## config.mk

```make
export PLATFORM = sky130hd
export DESIGN_NAME = int_dispatch_ctrl
export DESIGN_NICKNAME = d
export VERILOG_FILES = /design/src/rtl/sm83_pkg.sv /design/src/rtl/int_prio_enc.sv /design/src/rtl/int_dispatch_ctrl.sv
export SDC_FILE = /design/constraint.sdc
export NUM_CORES = 1
export LEC_CHECK = 0
export CELL_PAD_IN_SITES_DETAIL_PLACEMENT = 0
export CELL_PAD_IN_SITES_GLOBAL_PLACEMENT = 1
export CORE_MARGIN = 3
export CORE_UTILIZATION = 33
export CTS_BUF_LIST = sky130_fd_sc_hd__clkbuf_16
export DETAILED_ROUTE_END_ITERATION = 8
export PLACE_DENSITY = 0.9
export SYNTH_ARGS = -nofsm -noshare
export SYNTH_HDL_FRONTEND = slang
export SYNTH_SLANG_ARGS = --single-unit
```

## constraint.sdc

```tcl
create_clock -name clk -period 3.5 [get_ports clk]
set_input_delay 0.35 -clock clk [delete_from_list [all_inputs] [get_ports clk]]
set_output_delay 0.35 -clock clk [all_outputs]
set_load 0.005 [all_outputs]
```

## src/rtl/sm83_pkg.sv

```systemverilog
// -----------------------------------------------------------------------------
// sm83_pkg
//   Shared types and constants for the SM83 interrupt dispatch logic.
//   - int_state_t : dispatch sequencer states
//   - int_src_t   : interrupt source index (3 bits, lowest index wins)
//   - INT_VEC_BASE: vector address of source 0; source n is at base + 8*n
//   - SRC_*       : source index constants (VBLANK .. JOYPAD)
// -----------------------------------------------------------------------------
package sm83_pkg;

    typedef enum logic [2:0] {
        ST_IDLE    = 3'd0,
        ST_WAIT0   = 3'd1,
        ST_WAIT1   = 3'd2,
        ST_PUSH_HI = 3'd3,
        ST_PUSH_LO = 3'd4,
        ST_JUMP    = 3'd5
    } int_state_t;

    typedef logic [2:0] int_src_t;

    localparam logic [15:0] INT_VEC_BASE = 16'h0040;
    localparam int          INT_NUM_SRC  = 5;

    localparam int_src_t SRC_VBLANK = 3'd0;
    localparam int_src_t SRC_STAT   = 3'd1;
    localparam int_src_t SRC_TIMER  = 3'd2;
    localparam int_src_t SRC_SERIAL = 3'd3;
    localparam int_src_t SRC_JOYPAD = 3'd4;

    // Vector address for a source: base + 8*idx, modulo 2^16.
    function automatic logic [15:0] int_vector(input logic [15:0] base,
                                               input int_src_t    idx);
        return base + {10'd0, idx, 3'b000};
    endfunction

endpackage

```

## src/rtl/int_prio_enc.sv

```systemverilog
// -----------------------------------------------------------------------------
// int_prio_enc
//   Combinational lowest-set-bit encoder used to pick the interrupt source
//   to service. Bit 0 has the highest priority.
//
//   Ports:
//     req   in  W   request vector (ie & if_flags)
//     valid out 1   at least one request bit set
//     idx   out 3   index of the lowest set bit (0 when valid is low)
// -----------------------------------------------------------------------------
module int_prio_enc
    import sm83_pkg::*;
#(
    parameter int W = INT_NUM_SRC
) (
    input  logic [W-1:0] req,
    output logic         valid,
    output int_src_t     idx
);

    // Scan from the top down so the last hit is the lowest set bit.
    always_comb begin
        valid = 1'b0;
        idx   = '0;
        for (int i = W - 1; i >= 0; i--) begin
            if (req[i]) begin
                valid = 1'b1;
                idx   = int_src_t'(i);
            end
        end
    end

endmodule

```

## src/rtl/int_dispatch_ctrl.sv

```systemverilog
// -----------------------------------------------------------------------------
// int_dispatch_ctrl
//   SM83 interrupt dispatch sequencer. At an instruction boundary with IME set
//   and a pending, enabled source, it clears IME, pushes PC (high byte first)
//   onto the stack through the SP and memory write ports, then loads PC with
//   the vector of the lowest-numbered pending source and clears its IF bit.
//   The SP/PC/memory write paths belong to this block only while busy is high.
//
//   Sequence: IDLE -> WAIT0 -> WAIT1 -> PUSH_HI -> PUSH_LO -> JUMP -> IDLE
//   (PUSH_HI / PUSH_LO hold until mem_ack).
//
//   Optional build macro:
//     INT_IE_PUSH_CANCEL_EN - re-evaluate the source in the first PUSH_LO
//       cycle (models the PC-high push overwriting IE at 0xFFFF). If nothing
//       is pending then, JUMP writes PC=0x0000 and clears no IF bit.
//
//   Ports:
//     clk, rst            clock (one M-cycle step), synchronous active-high reset
//     boundary            core is at an instruction boundary
//     ime, ie, if_flags   master enable, IE register, pending IF flags
//     pc, sp              current PC / SP from the register file
//     irq_pending         ime & |(ie[4:0] & if_flags), combinational
//     busy                dispatch in progress
//     ime_clr             one-cycle IME clear pulse
//     if_clr              one-hot IF clear pulse for the serviced source
//     wen_sp, w_sp        SP write strobe / data
//     wen_pc, w_pc        PC write strobe / data
//     mem_req, mem_addr,  memory write request, held stable until mem_ack
//     mem_wdata
//     mem_ack             write accepted (may be in the same cycle as mem_req)
// -----------------------------------------------------------------------------
module int_dispatch_ctrl
    import sm83_pkg::*;
#(
    parameter logic [15:0] VEC_BASE = INT_VEC_BASE,
    parameter int          NUM_SRC  = INT_NUM_SRC
) (
    input  logic               clk,
    input  logic               rst,
    input  logic               boundary,
    input  logic               ime,
    input  logic [7:0]         ie,
    input  logic [NUM_SRC-1:0] if_flags,
    input  logic [15:0]        pc,
    input  logic [15:0]        sp,
    output logic               irq_pending,
    output logic               busy,
    output logic               ime_clr,
    output logic [NUM_SRC-1:0] if_clr,
    output logic               wen_sp,
    output logic [15:0]        w_sp,
    output logic               wen_pc,
    output logic [15:0]        w_pc,
    output logic               mem_req,
    output logic [15:0]        mem_addr,
    output logic [7:0]         mem_wdata,
    input  logic               mem_ack
);

    function automatic logic [15:0] vec_addr(input int_src_t idx);
        return int_vector(VEC_BASE, idx);
    endfunction

    function automatic logic [NUM_SRC-1:0] src_onehot(input int_src_t idx);
        return {{(NUM_SRC-1){1'b0}}, 1'b1} << idx;
    endfunction

    int_state_t           state_q, state_d;
    int_src_t             idx_q, idx_d;
    logic                 busy_q, busy_d;
    logic                 ime_clr_q, ime_clr_d;
    logic [NUM_SRC-1:0]   if_clr_q, if_clr_d;
    logic                 wen_sp_q, wen_sp_d;
    logic [15:0]          w_sp_q, w_sp_d;
    logic                 wen_pc_q, wen_pc_d;
    logic [15:0]          w_pc_q, w_pc_d;
    logic                 mem_req_q, mem_req_d;
    logic [15:0]          mem_addr_q, mem_addr_d;
    logic [7:0]           mem_wdata_q, mem_wdata_d;

    logic [NUM_SRC-1:0]   pend;
    logic                 enc_valid;
    int_src_t             enc_idx;
    logic                 eff_valid;
    int_src_t             eff_idx;
    logic                 push_hi_ack;
    logic                 unused_ie_hi;

`ifdef INT_IE_PUSH_CANCEL_EN
    logic                 lo_first_q, lo_first_d;
    logic                 idx_vld_q, idx_vld_d;
`endif

    // Only the low NUM_SRC bits of IE name real sources.
    assign unused_ie_hi = ^(ie >> NUM_SRC);
    assign pend         = ie[NUM_SRC-1:0] & if_flags;

    // One encoder serves both the IDLE decision and the PUSH_LO re-check.
    int_prio_enc #(
        .W (NUM_SRC)
    ) u_prio_enc (
        .req   (pend),
        .valid (enc_valid),
        .idx   (enc_idx)
    );

    assign irq_pending = ime & enc_valid;

`ifdef INT_IE_PUSH_CANCEL_EN
    // In the first PUSH_LO cycle the live encoder result overrides the latch,
    // so an ack arriving in that same cycle already sees the re-evaluation.
    assign eff_valid = lo_first_q ? enc_valid : idx_vld_q;
    assign eff_idx   = lo_first_q ? enc_idx   : idx_q;
`else
    assign eff_valid = 1'b1;
    assign eff_idx   = idx_q;
`endif

    // The second SP decrement must coincide with the PC-high ack, which can
    // arrive in the same cycle as the request, so it bypasses the registers.
    assign push_hi_ack = (state_q == ST_PUSH_HI) && mem_ack;

    assign busy      = busy_q;
    assign ime_clr   = ime_clr_q;
    assign if_clr    = if_clr_q;
    assign wen_sp    = wen_sp_q | push_hi_ack;
    assign w_sp      = push_hi_ack ? (sp - 16'd1) : w_sp_q;
    assign wen_pc    = wen_pc_q;
    assign w_pc      = w_pc_q;
    assign mem_req   = mem_req_q;
    assign mem_addr  = mem_addr_q;
    assign mem_wdata = mem_wdata_q;

    // Next state and the output values to present during that next state.
    always_comb begin
        state_d     = state_q;
        idx_d       = idx_q;
        ime_clr_d   = 1'b0;
        if_clr_d    = '0;
        wen_sp_d    = 1'b0;
        w_sp_d      = '0;
        wen_pc_d    = 1'b0;
        w_pc_d      = '0;
        mem_req_d   = 1'b0;
        mem_addr_d  = '0;
        mem_wdata_d = '0;
`ifdef INT_IE_PUSH_CANCEL_EN
        lo_first_d  = 1'b0;
        idx_vld_d   = idx_vld_q;
`endif

        unique case (state_q)
            ST_IDLE: begin
                if (boundary && irq_pending) begin
                    state_d   = ST_WAIT0;
                    ime_clr_d = 1'b1;
                    idx_d     = enc_idx;
`ifdef INT_IE_PUSH_CANCEL_EN
                    idx_vld_d = 1'b1;
`endif
                end
            end

            ST_WAIT0: begin
                state_d  = ST_WAIT1;
                wen_sp_d = 1'b1;
                w_sp_d   = sp - 16'd1;
            end

            ST_WAIT1: begin
                // The SP written in WAIT1 is the address of the high-byte push.
                state_d     = ST_PUSH_HI;
                mem_req_d   = 1'b1;
                mem_addr_d  = w_sp_q;
                mem_wdata_d = pc[15:8];
            end

            ST_PUSH_HI: begin
                mem_req_d = 1'b1;
                if (mem_ack) begin
                    state_d     = ST_PUSH_LO;
                    mem_addr_d  = sp - 16'd1;
                    mem_wdata_d = pc[7:0];
`ifdef INT_IE_PUSH_CANCEL_EN
                    lo_first_d  = 1'b1;
`endif
                end else begin
                    mem_addr_d  = mem_addr_q;
                    mem_wdata_d = mem_wdata_q;
                end
            end

            ST_PUSH_LO: begin
`ifdef INT_IE_PUSH_CANCEL_EN
                if (lo_first_q) begin
                    idx_d     = enc_idx;
                    idx_vld_d = enc_valid;
                end
`endif
                if (mem_ack) begin
                    state_d  = ST_JUMP;
                    wen_pc_d = 1'b1;
                    if (eff_valid) begin
                        w_pc_d   = vec_addr(eff_idx);
                        if_clr_d = src_onehot(eff_idx);
                    end
                end else begin
                    mem_req_d   = 1'b1;
                    mem_addr_d  = mem_addr_q;
                    mem_wdata_d = mem_wdata_q;
                end
            end

            ST_JUMP: begin
                state_d = ST_IDLE;
            end

            default: begin
                state_d = ST_IDLE;
            end
        endcase
    end

    assign busy_d = (state_d != ST_IDLE);

    always_ff @(posedge clk) begin
        if (rst) begin
            state_q     <= ST_IDLE;
            idx_q       <= '0;
            busy_q      <= 1'b0;
            ime_clr_q   <= 1'b0;
            if_clr_q    <= '0;
            wen_sp_q    <= 1'b0;
            w_sp_q      <= '0;
            wen_pc_q    <= 1'b0;
            w_pc_q      <= '0;
            mem_req_q   <= 1'b0;
            mem_addr_q  <= '0;
            mem_wdata_q <= '0;
`ifdef INT_IE_PUSH_CANCEL_EN
            lo_first_q  <= 1'b0;
            idx_vld_q   <= 1'b0;
`endif
        end else begin
            state_q     <= state_d;
            idx_q       <= idx_d;
            busy_q      <= busy_d;
            ime_clr_q   <= ime_clr_d;
            if_clr_q    <= if_clr_d;
            wen_sp_q    <= wen_sp_d;
            w_sp_q      <= w_sp_d;
            wen_pc_q    <= wen_pc_d;
            w_pc_q      <= w_pc_d;
            mem_req_q   <= mem_req_d;
            mem_addr_q  <= mem_addr_d;
            mem_wdata_q <= mem_wdata_d;
`ifdef INT_IE_PUSH_CANCEL_EN
            lo_first_q  <= lo_first_d;
            idx_vld_q   <= idx_vld_d;
`endif
        end
    end

endmodule
```

# After elaboration in Yosys (flattened, before gate mapping)
# Index checks and enable logic that the tools add are counted.
[totals]
regBits = 72
latch_bits = 0
mem_bits_rw = 0
romBits = 0
input_bits = 50
out_inout_bits = 67
wordCells = 65
n_memories = 0
[classes]
n_addsub = 2
n_mul = 0
n_div = 0
n_lt_le_gt_ge = 0
n_eq_ne = 6
n_shift = 1
muxes = 26
bitwise_logic = 7
reduce_logical = 11
[op_table]
columns = ["cell", "count"]
rows = [
  ["16-bit 2-to-1 mux", 3],
  ["16-bit case mux with 3 select lines", 1],
  ["3-bit 2-to-1 mux", 8],
  ["8-bit case mux with 3 select lines", 1],
  ["8-bit 2-to-1 mux", 2],
  ["16-bit by 1-bit subtractor with 16-bit output, second input constant", 1],
  ["3-bit case mux with 5 select lines", 1],
  ["1-bit 2-to-1 mux", 9],
  ["7-bit by 6-bit adder with 8-bit output, first input constant", 1],
  ["2-bit OR reduction", 4],
  ["3-bit by 2-bit equality test with 1-bit output, second input constant", 2],
  ["5-bit bitwise AND", 1],
  ["1-bit by 3-bit left shift with 5-bit output, first input constant", 1],
  ["2-bit inequality test, second input constant", 2],
  ["1-bit NOT", 4],
  ["2-bit AND reduction", 2],
  ["3-bit by 1-bit equality test with 1-bit output, second input constant", 1],
  ["3-bit equality test, second input constant", 1],
  ["3-bit zero test", 1],
  ["3-bit nonzero test", 1],
  ["3-bit OR reduction", 1],
  ["1-bit logical AND", 2],
  ["1-bit case mux with 2 select lines", 1],
  ["1-bit bitwise AND", 1],
  ["1-bit OR", 1],
]

# Logic depth before layout (Yosys ltp)
# Gate-level depths: netlist of run 1.
[depth]
depth_word = 11
depth_mapped = 7
mapped_depth_nobuf = 6

# Modules after synthesis
# Synthesis of run 1 repeated with hierarchy kept, for this count alone.
[unflattened]
cells_unflattened = 342
area_unflattened_um2 = 2902.8
[by_module_without_submodules]
columns = ["module", "n_inst", "cells_each", "area_each_um2", "seq_area_each_um2"]
rows = [
  ["int_dispatch_ctrl", 1, 334, 2854.0, 1201.2],
  ["int_prio_enc", 1, 8, 48.8, 0.0],
]

# Worst setup path after synthesis of run 1
# No wires, ideal clock.
[synth_timing]
kind = "input to output"
start = "in sp[4]"
end = "out w_sp[15]"
arrival_time_ns = 1.654
required_ns = 3.150
setup_slack_ns = 1.496
stages = 5
n_path_buf = 1
cell_sequence = "buf_6 nor4_1 nand4_1 xor2_1 o21ai_0"
[synth_via]
elab_chain_cells = 2
[synth_lines]
columns = ["element", "line_no", "rtl"]
rows = [
  ["start, declared", "int_dispatch_ctrl.sv:45", "input logic [15:0] sp,"],
  ["16-bit by 1-bit subtractor with 16-bit output", "int_dispatch_ctrl.sv:127", "assign w_sp = push_hi_ack ? (sp - 16'd1) : w_sp_q;"],
  ["16-bit 2-to-1 mux", "int_dispatch_ctrl.sv:127", ""],
  ["end, declared", "int_dispatch_ctrl.sv:51", "output logic [15:0] w_sp,"],
]
# Every way passes these cells.

# Worst setup path after layout of run 1
[layout_timing]
start = "in sp[0]"
end = "out w_sp[12]"
# Same word-level chain as after synthesis.

==> results.toml, run 1 <==
[routing]
drtIter0Drc = 72
drt_pass1_iterations = 4
avgViaCountPerCell = 5.13
wl_per_cell_um = 14.5
ant_nets = 0
wirelength_mm = 8.00
vias = 2824
drc = 0

[synth]
synth_warnings = 0
syn_area_um2 = 2880
async_reset_ff_frac = 0
synth_cell_types = 52
syn_area_per_cell_um2 = 8.31
yosysTopAreaCellShare = 0.417
ys.flop_type = "dfxtp_1"
synth.area.top_cells = "dfxtp_1, nor2_1, a221oi_1"
synth_cells = 347
yosysTopAreaCell = "dfxtp_1"
synth_edf_count = 0
synth-seq-cells = 60
ys_seq_area_frac = 0.417

[die]
ios = 117
fp-row-count = 33
die_area_um2 = 9890
start_util = 0.346
core-area_um2 = 8340
die_w_um = 99.5
die_h_um = 99.5

[setup_path]
cp_slowest_cell = "or3b_2"
critPathRequiredTime_ns = 3.15
r2r_start = "state_q[2]"
crit_chain = "clkdlybuf4s50_1 > inv_1 > ha_1 > or3b_2 > nor3_2 > xnor2_1 > o21ai_1 > clkdlybuf4s50_1"
path_common_cell = "clkdlybuf4s50_1"
cp.arrival_ns = 2.79
critical_path_class = "primary input to output pin"
slowest_delay_ns = 0.54
crit_path_start_kind = "primary input"
cp-end-kind = "output pin"
startpoint = "sp[0]"
worstPathMaxFanout = 6

[cts]
htreeDepth = 3
hold_buffers = 0
clockBufferDepth = 2
numCtsBuffers = 9
cts-root-buf = "clkbuf_16"
clk_latency_ns = 0.33
cts_tree = "yes"
cts.repair.resized = 0
postCtsSetupBuffers = 0
path_clk_slew_ns = 0.05
cts_sinks = 60

[timing]
worstMarginPinSlew_ns = 0.759
drv_slew = 0
setup_viol_count_final = 0
setup_tns_ns = 0
rsz0062_at_grt = "false"
period_minus_slack_ns = 3.14
slew_headroom = 0.493
fin_crit_sh = 0.898
hold_viol = 0
fin_skew_ns = 0.00611
fmax_mhz = 318

[finish]
final_cell_mix = "clkdlybuf4s50_1, nor2_1, dfxtp_1, nand2_1, o21ai_0"
ff_latch_area_um2 = 1200
n_antenna_cell = 0
utilization = 0.505
drive_above_1_share = 0.0740
fillers = 807
layout.cells.non_filler = 551
final_common_cell = "clkdlybuf4s50_1"
syn2layout_area_growth_pct = 46.0
layout.nets = 492
multi_input_area_um2 = 1490
finalInstanceArea_um2 = 4210

[placed_design]
dp.cells = 535
port_buffers = 101
place.gp.congestion = 0.829
hpwl_mm = 5.72
placed_area_um2 = 3920

[grt]
antenna_found_initial = 0
track_usage = 0.167
grt_max_degree = 33
grt_overflow_total = 0
grt_pass1_vias = 2772
grt_pass1_wl_mm = 13.2

[flow_run]
cap_violations = 0

[power]
total_power_mw = 1.78
vdd_ir_drop_max_mv = 0.193
p_per_area_nw_per_um2 = 422
power_leakage_nw = 1.59

[min_path]
hp-start = "eff_idx[2]"
min_path_type = "flip-flop to flip-flop"

[status]
status = "finished clean"
[worst paths after layout]
path | endpoint | slack, ns | depth (start not counted)
worst max-delay path | w_sp[12] | 0.36 | 8
worst min-delay path | eff_idx[2] | 0.49 | 2
worst max register to register | mem_addr[8] | 1.33 | 5
worst min register to register | eff_idx[2] | 0.49 | 2
[synth_stat cells, drive strengths merged (2+ instances only)]
library cell and instances:
or2 2, a21oi 14, inv 5, a2bb2oi 2
clkbuf 18, nor2 63, nor3b 4, nand2 23
buf 20, a211oi 16, and3b 2, nor3 18
a311oi 2, or3b 3, a221oi 13, xnor2 7
nand4 2, nand3b 2, o21a 2, a21o 2
o311a 2, o31a 2, mux2i 3, dfxtp 60
nor4 6, and3 3, xor2 2, a22o 2
or4 4, and2 6, o21ai 24, nand2b 3
[worst max-delay path: cells and delay by family]
family	cells	cell delay (ns)
compound gates	1	0.15
simple gates	2	0.83
buf+inv	3	1.14
fa+ha+maj	1	0.20
xor+xnor	1	0.12
[registers in the layout, summed over array words and instances, names as in the netlist]
| name | cells |
|---|---|
| busy | 1 |
| eff_idx | 3 |
| if_clr | 5 |
| ime_clr | 1 |
| mem_addr | 16 |
| mem_req | 1 |
| mem_wdata | 8 |
| state_q | 3 |
| w_pc | 4 |
| w_sp_q | 16 |
| wen_pc | 1 |
| wen_sp_q | 1 |
[power breakdown]
part / internal [mW] / switching, mW
Clock: 0.546 / 0.308
Combinational: 0.111 / 0.0976
Sequential: 0.702 / 0.0125
[area by class of cell]
class,count,area share
Sequential cell,60,0.285
Multi-Input combinational cell,255,0.353
Clock buffer,9,0.0535
Inverter,5,0.00446
Tap cell,105,0.0312
Clock inverter,7,0.0161
Timing Repair Buffer,110,0.256
[through the flow]
step	hold WS (ns)	worst slack (ns)
2_1_floorplan	0.422	1.50
3_3_place_gp	0.474	0.427
3_5_place_dp	0.487	0.398
4_1_cts	0.494	0.381
5_1_grt	0.517	0.158
6_report	0.491	0.355
[cell families (layout without fill, tap and decap cells)]
group	count (synthesis)	after routing	synth area share
other cells	1	12	0.00130
flops	60	60	0.417
compound gates	87	87	0.210
buf+inv	43	131	0.0833
simple gates	143	143	0.247
xor+xnor	9	9	0.0273
fa+ha+maj	1	1	0.00434
mux	3	3	0.0104
[layer usage]
metal	routed length (um)	global-route usage	part of all wire	vias to the layer above
met1	3540	0.210	0.44	1301
met4	122	0.0693	0.015	0
met5	0	0	0	-
li1	-	-	-	1404
met2	3760	0.271	0.47	106
met3	577	0.0428	0.072	13
(Power assumes the default switching activity.)
==> run 2, diff against run 1 <==
Settings changed: GPL_TIMING_DRIVEN set to 0.
==> run 2 against run 1 <==
Against the previous run:
- clock power up 29%
- final area is 4.8% higher
- utilization up 2.4 points
- via count rose by 3.0%
- wire length grew 8.3%
- total power increased by 15%
- combinational power grew 10%
- non-clock buffer count rose by 25
- setup slack worse by 0.089 ns
- critical path type unchanged
- critical endpoint is now w_sp[14]
- largest cell class unchanged
- largest power group unchanged
==> results.toml, run 2 (synthesis results as in run 1) <==
[cts]
clk_latency_ns = 0.33
cts_sinks = 60
clockBufferDepth = 2
cts_tree = "yes"
numCtsBuffers = 9
htreeDepth = 3
cts-root-buf = "clkbuf_16"
path_clk_slew_ns = 0.06
postCtsSetupBuffers = 0
hold_buffers = 0

[setup_path]
cp-end-kind = "output pin"
startpoint = "sp[0]"
critical_path_class = "primary input to output pin"
critPathRequiredTime_ns = 3.15
r2r_start = "state_q[1]"
cp.arrival_ns = 2.88
crit_path_start_kind = "primary input"
worstPathMaxFanout = 6

[grt]
track_usage = 0.173
grt_max_degree = 13
grt_overflow_total = 0
grt_pass1_vias = 2746
grt_pass1_wl_mm = 13.6
antenna_found_initial = 0

[timing]
worstMarginPinSlew_ns = 0.733
setup_viol_count_final = 0
rsz0062_at_grt = "false"
drv_slew = 0
fmax_mhz = 309
hold_viol = 0
timing.hold.ws_ns = 0.358
setup_tns_ns = 0
fin_crit_sh = 0.924
slew_headroom = 0.507
period_minus_slack_ns = 3.23
fin_skew_ns = 0.00385

[routing]
drc = 0
wirelength_mm = 8.67
drt_pass1_iterations = 4
wl_per_cell_um = 15.0
ant_nets = 0
drtIter0Drc = 95
vias = 2909
avgViaCountPerCell = 5.05

[die]
fp-row-count = 33
die_area_um2 = 9890
start_util = 0.346
ios = 117
die_h_um = 99.5
die_w_um = 99.5
core-area_um2 = 8340

[power]
power_leakage_nw = 1.70
vdd_ir_drop_max_mv = 0.232
p_per_area_nw_per_um2 = 462
total_power_mw = 2.04

[placed_design]
place.gp.congestion = 0.870
port_buffers = 97
hpwl_mm = 6.35

[finish]
layout.nets = 517
final_common_cell = "clkdlybuf4s50_1"
drive_above_1_share = 0.0955
n_antenna_cell = 0
syn2layout_area_growth_pct = 53.0
final_cell_mix = "clkdlybuf4s50_1, nor2_1, dfxtp_1, nand2_1, o21ai_0"

[min_path]
hp-start = "sp[4]"
min_path_type = "primary input to flip-flop"

[flow_run]
cap_violations = 0

[status]
status = "finished clean"
## run 2: cell count changes in the layout (fill, tap and decap cells not counted), moves of 2 or more
cell / change
buf_2: +3
buf_4: +3
buf_6: +4
bufinv_16: +3
clkbuf_1: +18
clkdlybuf4s50_1: -4
clkinv_2: -2
clkinvlp_4: -2
## run 2: where the power goes
group | switching (mW) | internal, mW | total, mW
Clock | 0.324 | 0.772 | 1.10
Sequential | 0.00927 | 0.702 | 0.711
Combinational | 0.107 | 0.122 | 0.229
Total | 0.441 | 1.60 | 2.04
## run 2: per-layer routing
metal	wire length [um]	GRT usage	up-vias
li1	-	-	1456
met1	4000	0.220	1336
met2	4090	0.289	106
met3	487	0.0449	11
met4	89	0.0504	0
met5	0	0	-
## run 2: layout make-up
cell class,count,area [um^2]
Fill cell,800,3930
Multi-Input combinational cell,255,1490
Sequential cell,60,1200
Timing Repair Buffer,97,971
Clock buffer,9,225
Buffer,38,221
Clock inverter,7,146
Tap cell,105,131
Inverter,5,18.8
## run 2: critical path, cell delays in order
cell and delay [ns]:
clkdlybuf4s50_1 0.49, inv_1 0.12, ha_1 0.21, nor3b_2 0.43, nand4_1 0.25, xor2_1 0.22
o21ai_0 0.25, clkdlybuf4s50_1 0.56
## run 2: worst paths after layout
kind,depth (start not counted),endpoint,slack (ns)
max,8,w_sp[14],0.27
min reg2reg,2,mem_wdata[6],0.49
max reg2reg,6,mem_addr[5],1.44
min,3,w_sp_q[4],0.36
## run 2: timing repair
action / in CTS / in global routing
gates resized for setup: 1 / 1
pin swaps: 0 / 0
endpoints found under the setup margin: 1 / 3
cloned: 0 / 0
## run 2: per-stage QoR
step | instance area, um^2 | instances | worst slack, ns | utilization
final | 4410 | 576 | 0.266 | 0.529
after detailed placement | 4030 | 560 | 0.0467 | 0.483
after CTS | 4400 | 576 | 0.0356 | 0.528
after global placement | 4030 | 560 | 0.0797 | 0.483
after global routing | 4410 | 576 | 0.0839 | 0.529
after floorplan | 2920 | 358 | 1.50 | -
==> run 3, diff against run 2 <==
Settings changed: MAX_ROUTING_LAYER set to met4.
==> run 3 against run 2 <==
Against the previous run:
- clock power is essentially flat
- total power barely moved
- sequential share of layout area unchanged
- maximum frequency is 0.37% higher
- critical path type unchanged
- largest power group unchanged
==> results.toml, run 3 (synthesis results as in run 1) <==
[status]
status = "finished clean"

[cts]
postCtsSetupBuffers = 0
path_clk_slew_ns = 0.06
clk_latency_ns = 0.33
cts-root-buf = "clkbuf_16"
cts_sinks = 60
cts_tree = "yes"
clockBufferDepth = 2
hold_buffers = 0
numCtsBuffers = 9
cts.repair.resized = 1
htreeDepth = 3

[setup_path]
critPathRequiredTime_ns = 3.15
critical_path_class = "primary input to output pin"
r2r_start = "state_q[1]"
r2r_cells = 6
slowest_delay_ns = 0.56
crit_chain = "clkdlybuf4s50_1 > inv_1 > ha_1 > nor3b_2 > nand4_1 > xor2_1 > o21ai_0 > clkdlybuf4s50_1"
crit_path_start_kind = "primary input"
path_common_cell = "clkdlybuf4s50_1"
cp-end-kind = "output pin"
cp_slowest_cell = "clkdlybuf4s50_1"
cp.arrival_ns = 2.87
startpoint = "sp[0]"
worstPathMaxFanout = 6

[finish]
final_common_cell = "clkdlybuf4s50_1"
utilization = 0.529
fillers = 800
syn2layout_area_growth_pct = 53.0
layout.nets = 517
finalInstanceArea_um2 = 4410
layout.cells.non_filler = 576
drive_above_1_share = 0.0955
n_antenna_cell = 0
final_cell_mix = "clkdlybuf4s50_1, nor2_1, dfxtp_1, nand2_1, o21ai_0"

[routing]
wirelength_mm = 8.61
ant_nets = 0
drc = 0
drt_pass1_iterations = 4
drtIter0Drc = 91
vias = 2899
wl_per_cell_um = 14.9
avgViaCountPerCell = 5.03

[grt]
antenna_found_initial = 0
top_usage_layer = "met2"
grtUsageMet3 = 0.0477
grt_pass1_vias = 2747
grt_overflow_total = 0
track_usage = 0.178
grt_max_degree = 13
use_met2 = 0.288
use_met1 = 0.224
grt_pass1_wl_mm = 13.6

[flow_run]
cap_violations = 0

[power]
vdd_ir_drop_max_mv = 0.232
power_leakage_nw = 1.70
p_per_area_nw_per_um2 = 462

[timing]
slew_headroom = 0.529
setup_viol_count_final = 0
period_minus_slack_ns = 3.22
drv_slew = 0
setup_tns_ns = 0
worstMarginPinSlew_ns = 0.701
hold_viol = 0
fin_crit_sh = 0.921
rsz0062_at_grt = "false"
fin_skew_ns = 0.00391
fmax_mhz = 310

[placed_design]
place.gp.congestion = 0.885
placed_area_um2 = 4030
port_buffers = 97
hpwl_mm = 6.35
dp.cells = 560

[min_path]
hold_depth = 3
min_path_type = "primary input to flip-flop"
hp-start = "sp[4]"

[die]
start_util = 0.346
ios = 117
fp-row-count = 33
die_area_um2 = 9890
die_h_um = 99.5
die_w_um = 99.5
core-area_um2 = 8340
-- run 3: cell counts in the layout (fill, tap and decap cells not counted) --
Identical to the previous run, type by type.
-- run 3: worst max-delay path: cells and delay by family --
| kind | cells | cell delay, ns |
|---|---|---|
| AOI/OAI and AO/OA | 1 | 0.25 |
| buffers and inverters | 3 | 1.17 |
| adders and majority gates | 1 | 0.21 |
| and+or+nand+nor | 2 | 0.68 |
| xor gates and xnor gates | 1 | 0.22 |
-- run 3: where the power goes --
group,switching (mW),leakage [nW],internal (mW)
combinational,0.107,1.04,0.122
sequential,0.00931,0.485,0.702
clock,0.325,0.180,0.772
-- run 3: final timing paths --
kind	end	slack, ns
setup / recovery	w_sp[14]	0.28
hold reg to reg	eff_idx[2]	0.49
hold / removal	w_sp_q[4]	0.36
setup reg to reg	mem_addr[5]	1.46
-- run 3: final cells by class --
type / count / area, um^2 / share of cell area
sequential: 60 / 1200 / 0.272
timing repair buffer: 97 / 971 / 0.220
multi-input combinational: 255 / 1490 / 0.339
tap: 105 / 131 / 0.0298
buffer: 38 / 221 / 0.0502
clock buffer: 9 / 225 / 0.0511
inverter: 5 / 18.8 / 0.00426
clock inverter: 7 / 146 / 0.0332
-- run 3: per-stage QoR --
step                setup WS [ns]  hold WS [ns]  power [mW]
floorplan                    1.50         0.422       0.833
global placement           0.0797         0.475       0.948
detailed placement         0.0467         0.486       0.952
CTS                        0.0356         0.349        2.05
global route               0.0752         0.401        2.10
finish                      0.278         0.357        2.04
-- run 3: metal layers --
metal / vias up / routed length (um) / part of all wire
met5: - / 0 / 0
met4: 0 / 83 / 0.0096
met3: 11 / 493 / 0.057
met2: 100 / 4080 / 0.47
met1: 1333 / 3950 / 0.46
li1: 1455 / - / -
==> RTL edit, RTL diff (settings of run 3) <==
Re-encode `int_state_t` (6 states) as one-hot, 6 bits wide.
--- a/src/rtl/sm83_pkg.sv
+++ b/src/rtl/sm83_pkg.sv
@@ -8,13 +8,13 @@
 // -----------------------------------------------------------------------------
 package sm83_pkg;
 
-    typedef enum logic [2:0] {
-        ST_IDLE    = 3'd0,
-        ST_WAIT0   = 3'd1,
-        ST_WAIT1   = 3'd2,
-        ST_PUSH_HI = 3'd3,
-        ST_PUSH_LO = 3'd4,
-        ST_JUMP    = 3'd5
+    typedef enum logic [5:0] {
+        ST_IDLE    = 6'b000001,
+        ST_WAIT0   = 6'b000010,
+        ST_WAIT1   = 6'b000100,
+        ST_PUSH_HI = 6'b001000,
+        ST_PUSH_LO = 6'b010000,
+        ST_JUMP    = 6'b100000
     } int_state_t;
 
     typedef logic [2:0] int_src_t;
Function: no difference found for any inputs over 10 cycles, from zero or initial values and one cycle with rst high; not proved beyond that.
==> RTL edit against run 3 <==
Synthesized area down 0.48%; sequential cell count rose by 3; final area shrank 0.99%; non-clock buffer count shrank 3; synthesized cell count decreased by 4.3%; clock skew increased by 1.8 ps; setup slack worse by 43 ps; fmax down 1.3%; total power fell by 11%; first-iteration DRC count decreased by 3.3%; wire length down 4.3%; critical endpoint is now w_sp[12].
==> RTL edit: results (changes against run 3) <==
stage,metric,value,unit,change
outcome,status,"complete, no violations",,
setup_path,flop2flop setup slack,1260,ps,-200 ps
setup_path,crit path max fanout,5,,-1
global_routing,vias in the first global route,2744,,-0.11%
yosys,"top cells by area, synth","dfxtp_1, nor2_1, a211oi_1",,
power_and_ir_drop,worst vdd ir,0.000191,V,-18%
clock_tree,CTS-repair resized insts,0,,-1
yosys,Yosys cell types,46,,-12%
drt,drt pass-1 iters,4,,unchanged
placed_design,number of port buffers,100,,+3.1%
drt,WL per Instance,14.6,um,-2.3%
setup_path,Reg2Reg Depth,7,,+1
cells_and_area,n_diodes,0,,unchanged
hold_path,min-delay worst type,in2reg,,
hold_path,hold_sp,rst,,
yosys,Synth async-reset ratio,0,%,unchanged
yosys,YS warnings,0,,unchanged
placed_design,DPL Wire Length,6180,um,-2.8%
hold_path,hold path depth,2,,-1
clock_tree,clk buf depth,2,,unchanged
cells_and_area,fraction of layout cells with a size suffix above 1,9.59,%,+0.032 points
clock_tree,Worst-path clk slew,60,ps,about the same
yosys,Main synth FF type,dfxtp_1,,
clock_tree,number of CTS-inserted buffers,9,,unchanged
cells_and_area,fin nets,505,,-2.3%
clock_tree,H-tree Lvls,3,,unchanged
setup_path,Worst EP arrival,2910,ps,+40 ps
setup_path,critical path's slowest cell,clkdlybuf4s50_1,,
clock_tree,root buf cell,clkbuf_16,,
sta,skew final,5.75,ps,+1.85 ps
global_routing,global-route wire length before repair,13400,um,-1.6%
sta,Worst Max-Slew Pin Slew,651,ps,-50.3 ps
hold_path,hold path endpoint,ime_clr,,
yosys,register area share after synthesis,44.0,%,+2.3 points
global_routing,Total Routing Usage GR,17.4,%,-0.49 points
drt,DR vias,2799,,-3.4%
power_and_ir_drop,Leak,1.70,nW,-0.36%
setup_path,FF-to-FF Start,state_q[1],,
global_routing,initial antenna violation count,0,,unchanged
placed_design,Routability Congestion,0.775,,-12%
setup_path,RR Endpoint,mem_addr[12],,
drt,Iter 0 DRT Violations,88,,-3.3%
clock_tree,Post-CTS Setup Repair Bufs,0,,unchanged
setup_path,crit-path max cell delay,560,ps,about the same
yosys,leading cell types by count after synthesis,"dfxtp_1, nor2_1, nand2_1",,
cells_and_area,FILL cells,792,,-1.0%
clock_tree,worst-skew pair later-pin latency,320,ps,
-- RTL edit: cell count changes in the layout (fill, tap and decap cells not counted), moves of 4 or more --
| cell | delta |
|---|---|
| a21oi_1 | -8 |
| a2bb2oi_1 | +7 |
| a221oi_1 | -5 |
| nand3_1 | +5 |
| nor2_1 | -5 |
| buf_6 | -4 |
| clkbuf_1 | -4 |
| xor2_1 | +4 |
-- RTL edit: area by class of cell --
cell class                      instances  area, um2  area share, %
Multi-Input combinational cell        243       1460           33.3
Timing Repair Buffer                  100       1000           22.9
Clock inverter                          7       97.6           2.24
Clock buffer                            9        225           5.16
Inverter                                5       18.8          0.430
Sequential cell                        63       1260           28.9
Buffer                                 32        175           4.01
Tap cell                              105        131           3.01
-- RTL edit: layer usage --
layer  part of all wire, %  global-route usage, %  vias up  wire, um
li1                      -                      -     1395         -
met2                    46                   27.3       95      3820
met1                    46                   22.4     1298      3750
met3                   6.6                   4.28       11       540
met4                   1.4                   4.62        0       119
met5                     0                      -        -         0
-- RTL edit: worst max path at each step --
stage / slack [ps] / endpoint / start
3_3_place_gp: 240 / w_sp[12] / sp[0]
4_1_cts: 230 / w_sp[12] / sp[0]
3_5_place_dp: 250 / w_sp[12] / sp[0]
2_1_floorplan: 1490 / w_sp[14] / sp[0]
6_report: 240 / w_sp[12] / sp[0]
5_1_grt: 30 / w_sp[13] / sp[5]
-- RTL edit: cells by family after synthesis --
group	share of synthesized area, %
AOI/OAI and AO/OA	16.5
xor gates and xnor gates	4.58
adders and majority gates	0.436
buffers and inverters	6.76
DFF	44.0
muxes	1.44
other	0.131
and+or+nand+nor	26.2
-- RTL edit: metrics by stage --
stage | instances | power, mW | worst slack, ps | area, um2 | hold slack [ps]
finish | 564 | 1.82 | 235 | 4370 | 392
global route | 564 | 1.88 | 30.5 | 4370 | 411
CTS | 564 | 1.84 | 232 | 4370 | 398
detailed placement | 548 | 0.887 | 253 | 4040 | 481
global placement | 548 | 0.884 | 240 | 4040 | 483
floorplan | 343 | 0.806 | 1490 | 2910 | 422
-- RTL edit: worst reg2reg max path, delay by kind of cell (launching register included) --
family	cells	cell delay (ps)
AND/OR/NAND/NOR	3	970
buffers and inverters	2	430
flip-flops	1	350
AO/OA/AOI/OAI	2	350
-- RTL edit: power by group --
group / internal [mW] / switching [mW]
registers: 0.723 / 0.00499
clock network: 0.623 / 0.324
logic: 0.0847 / 0.0597
total: 1.43 / 0.389
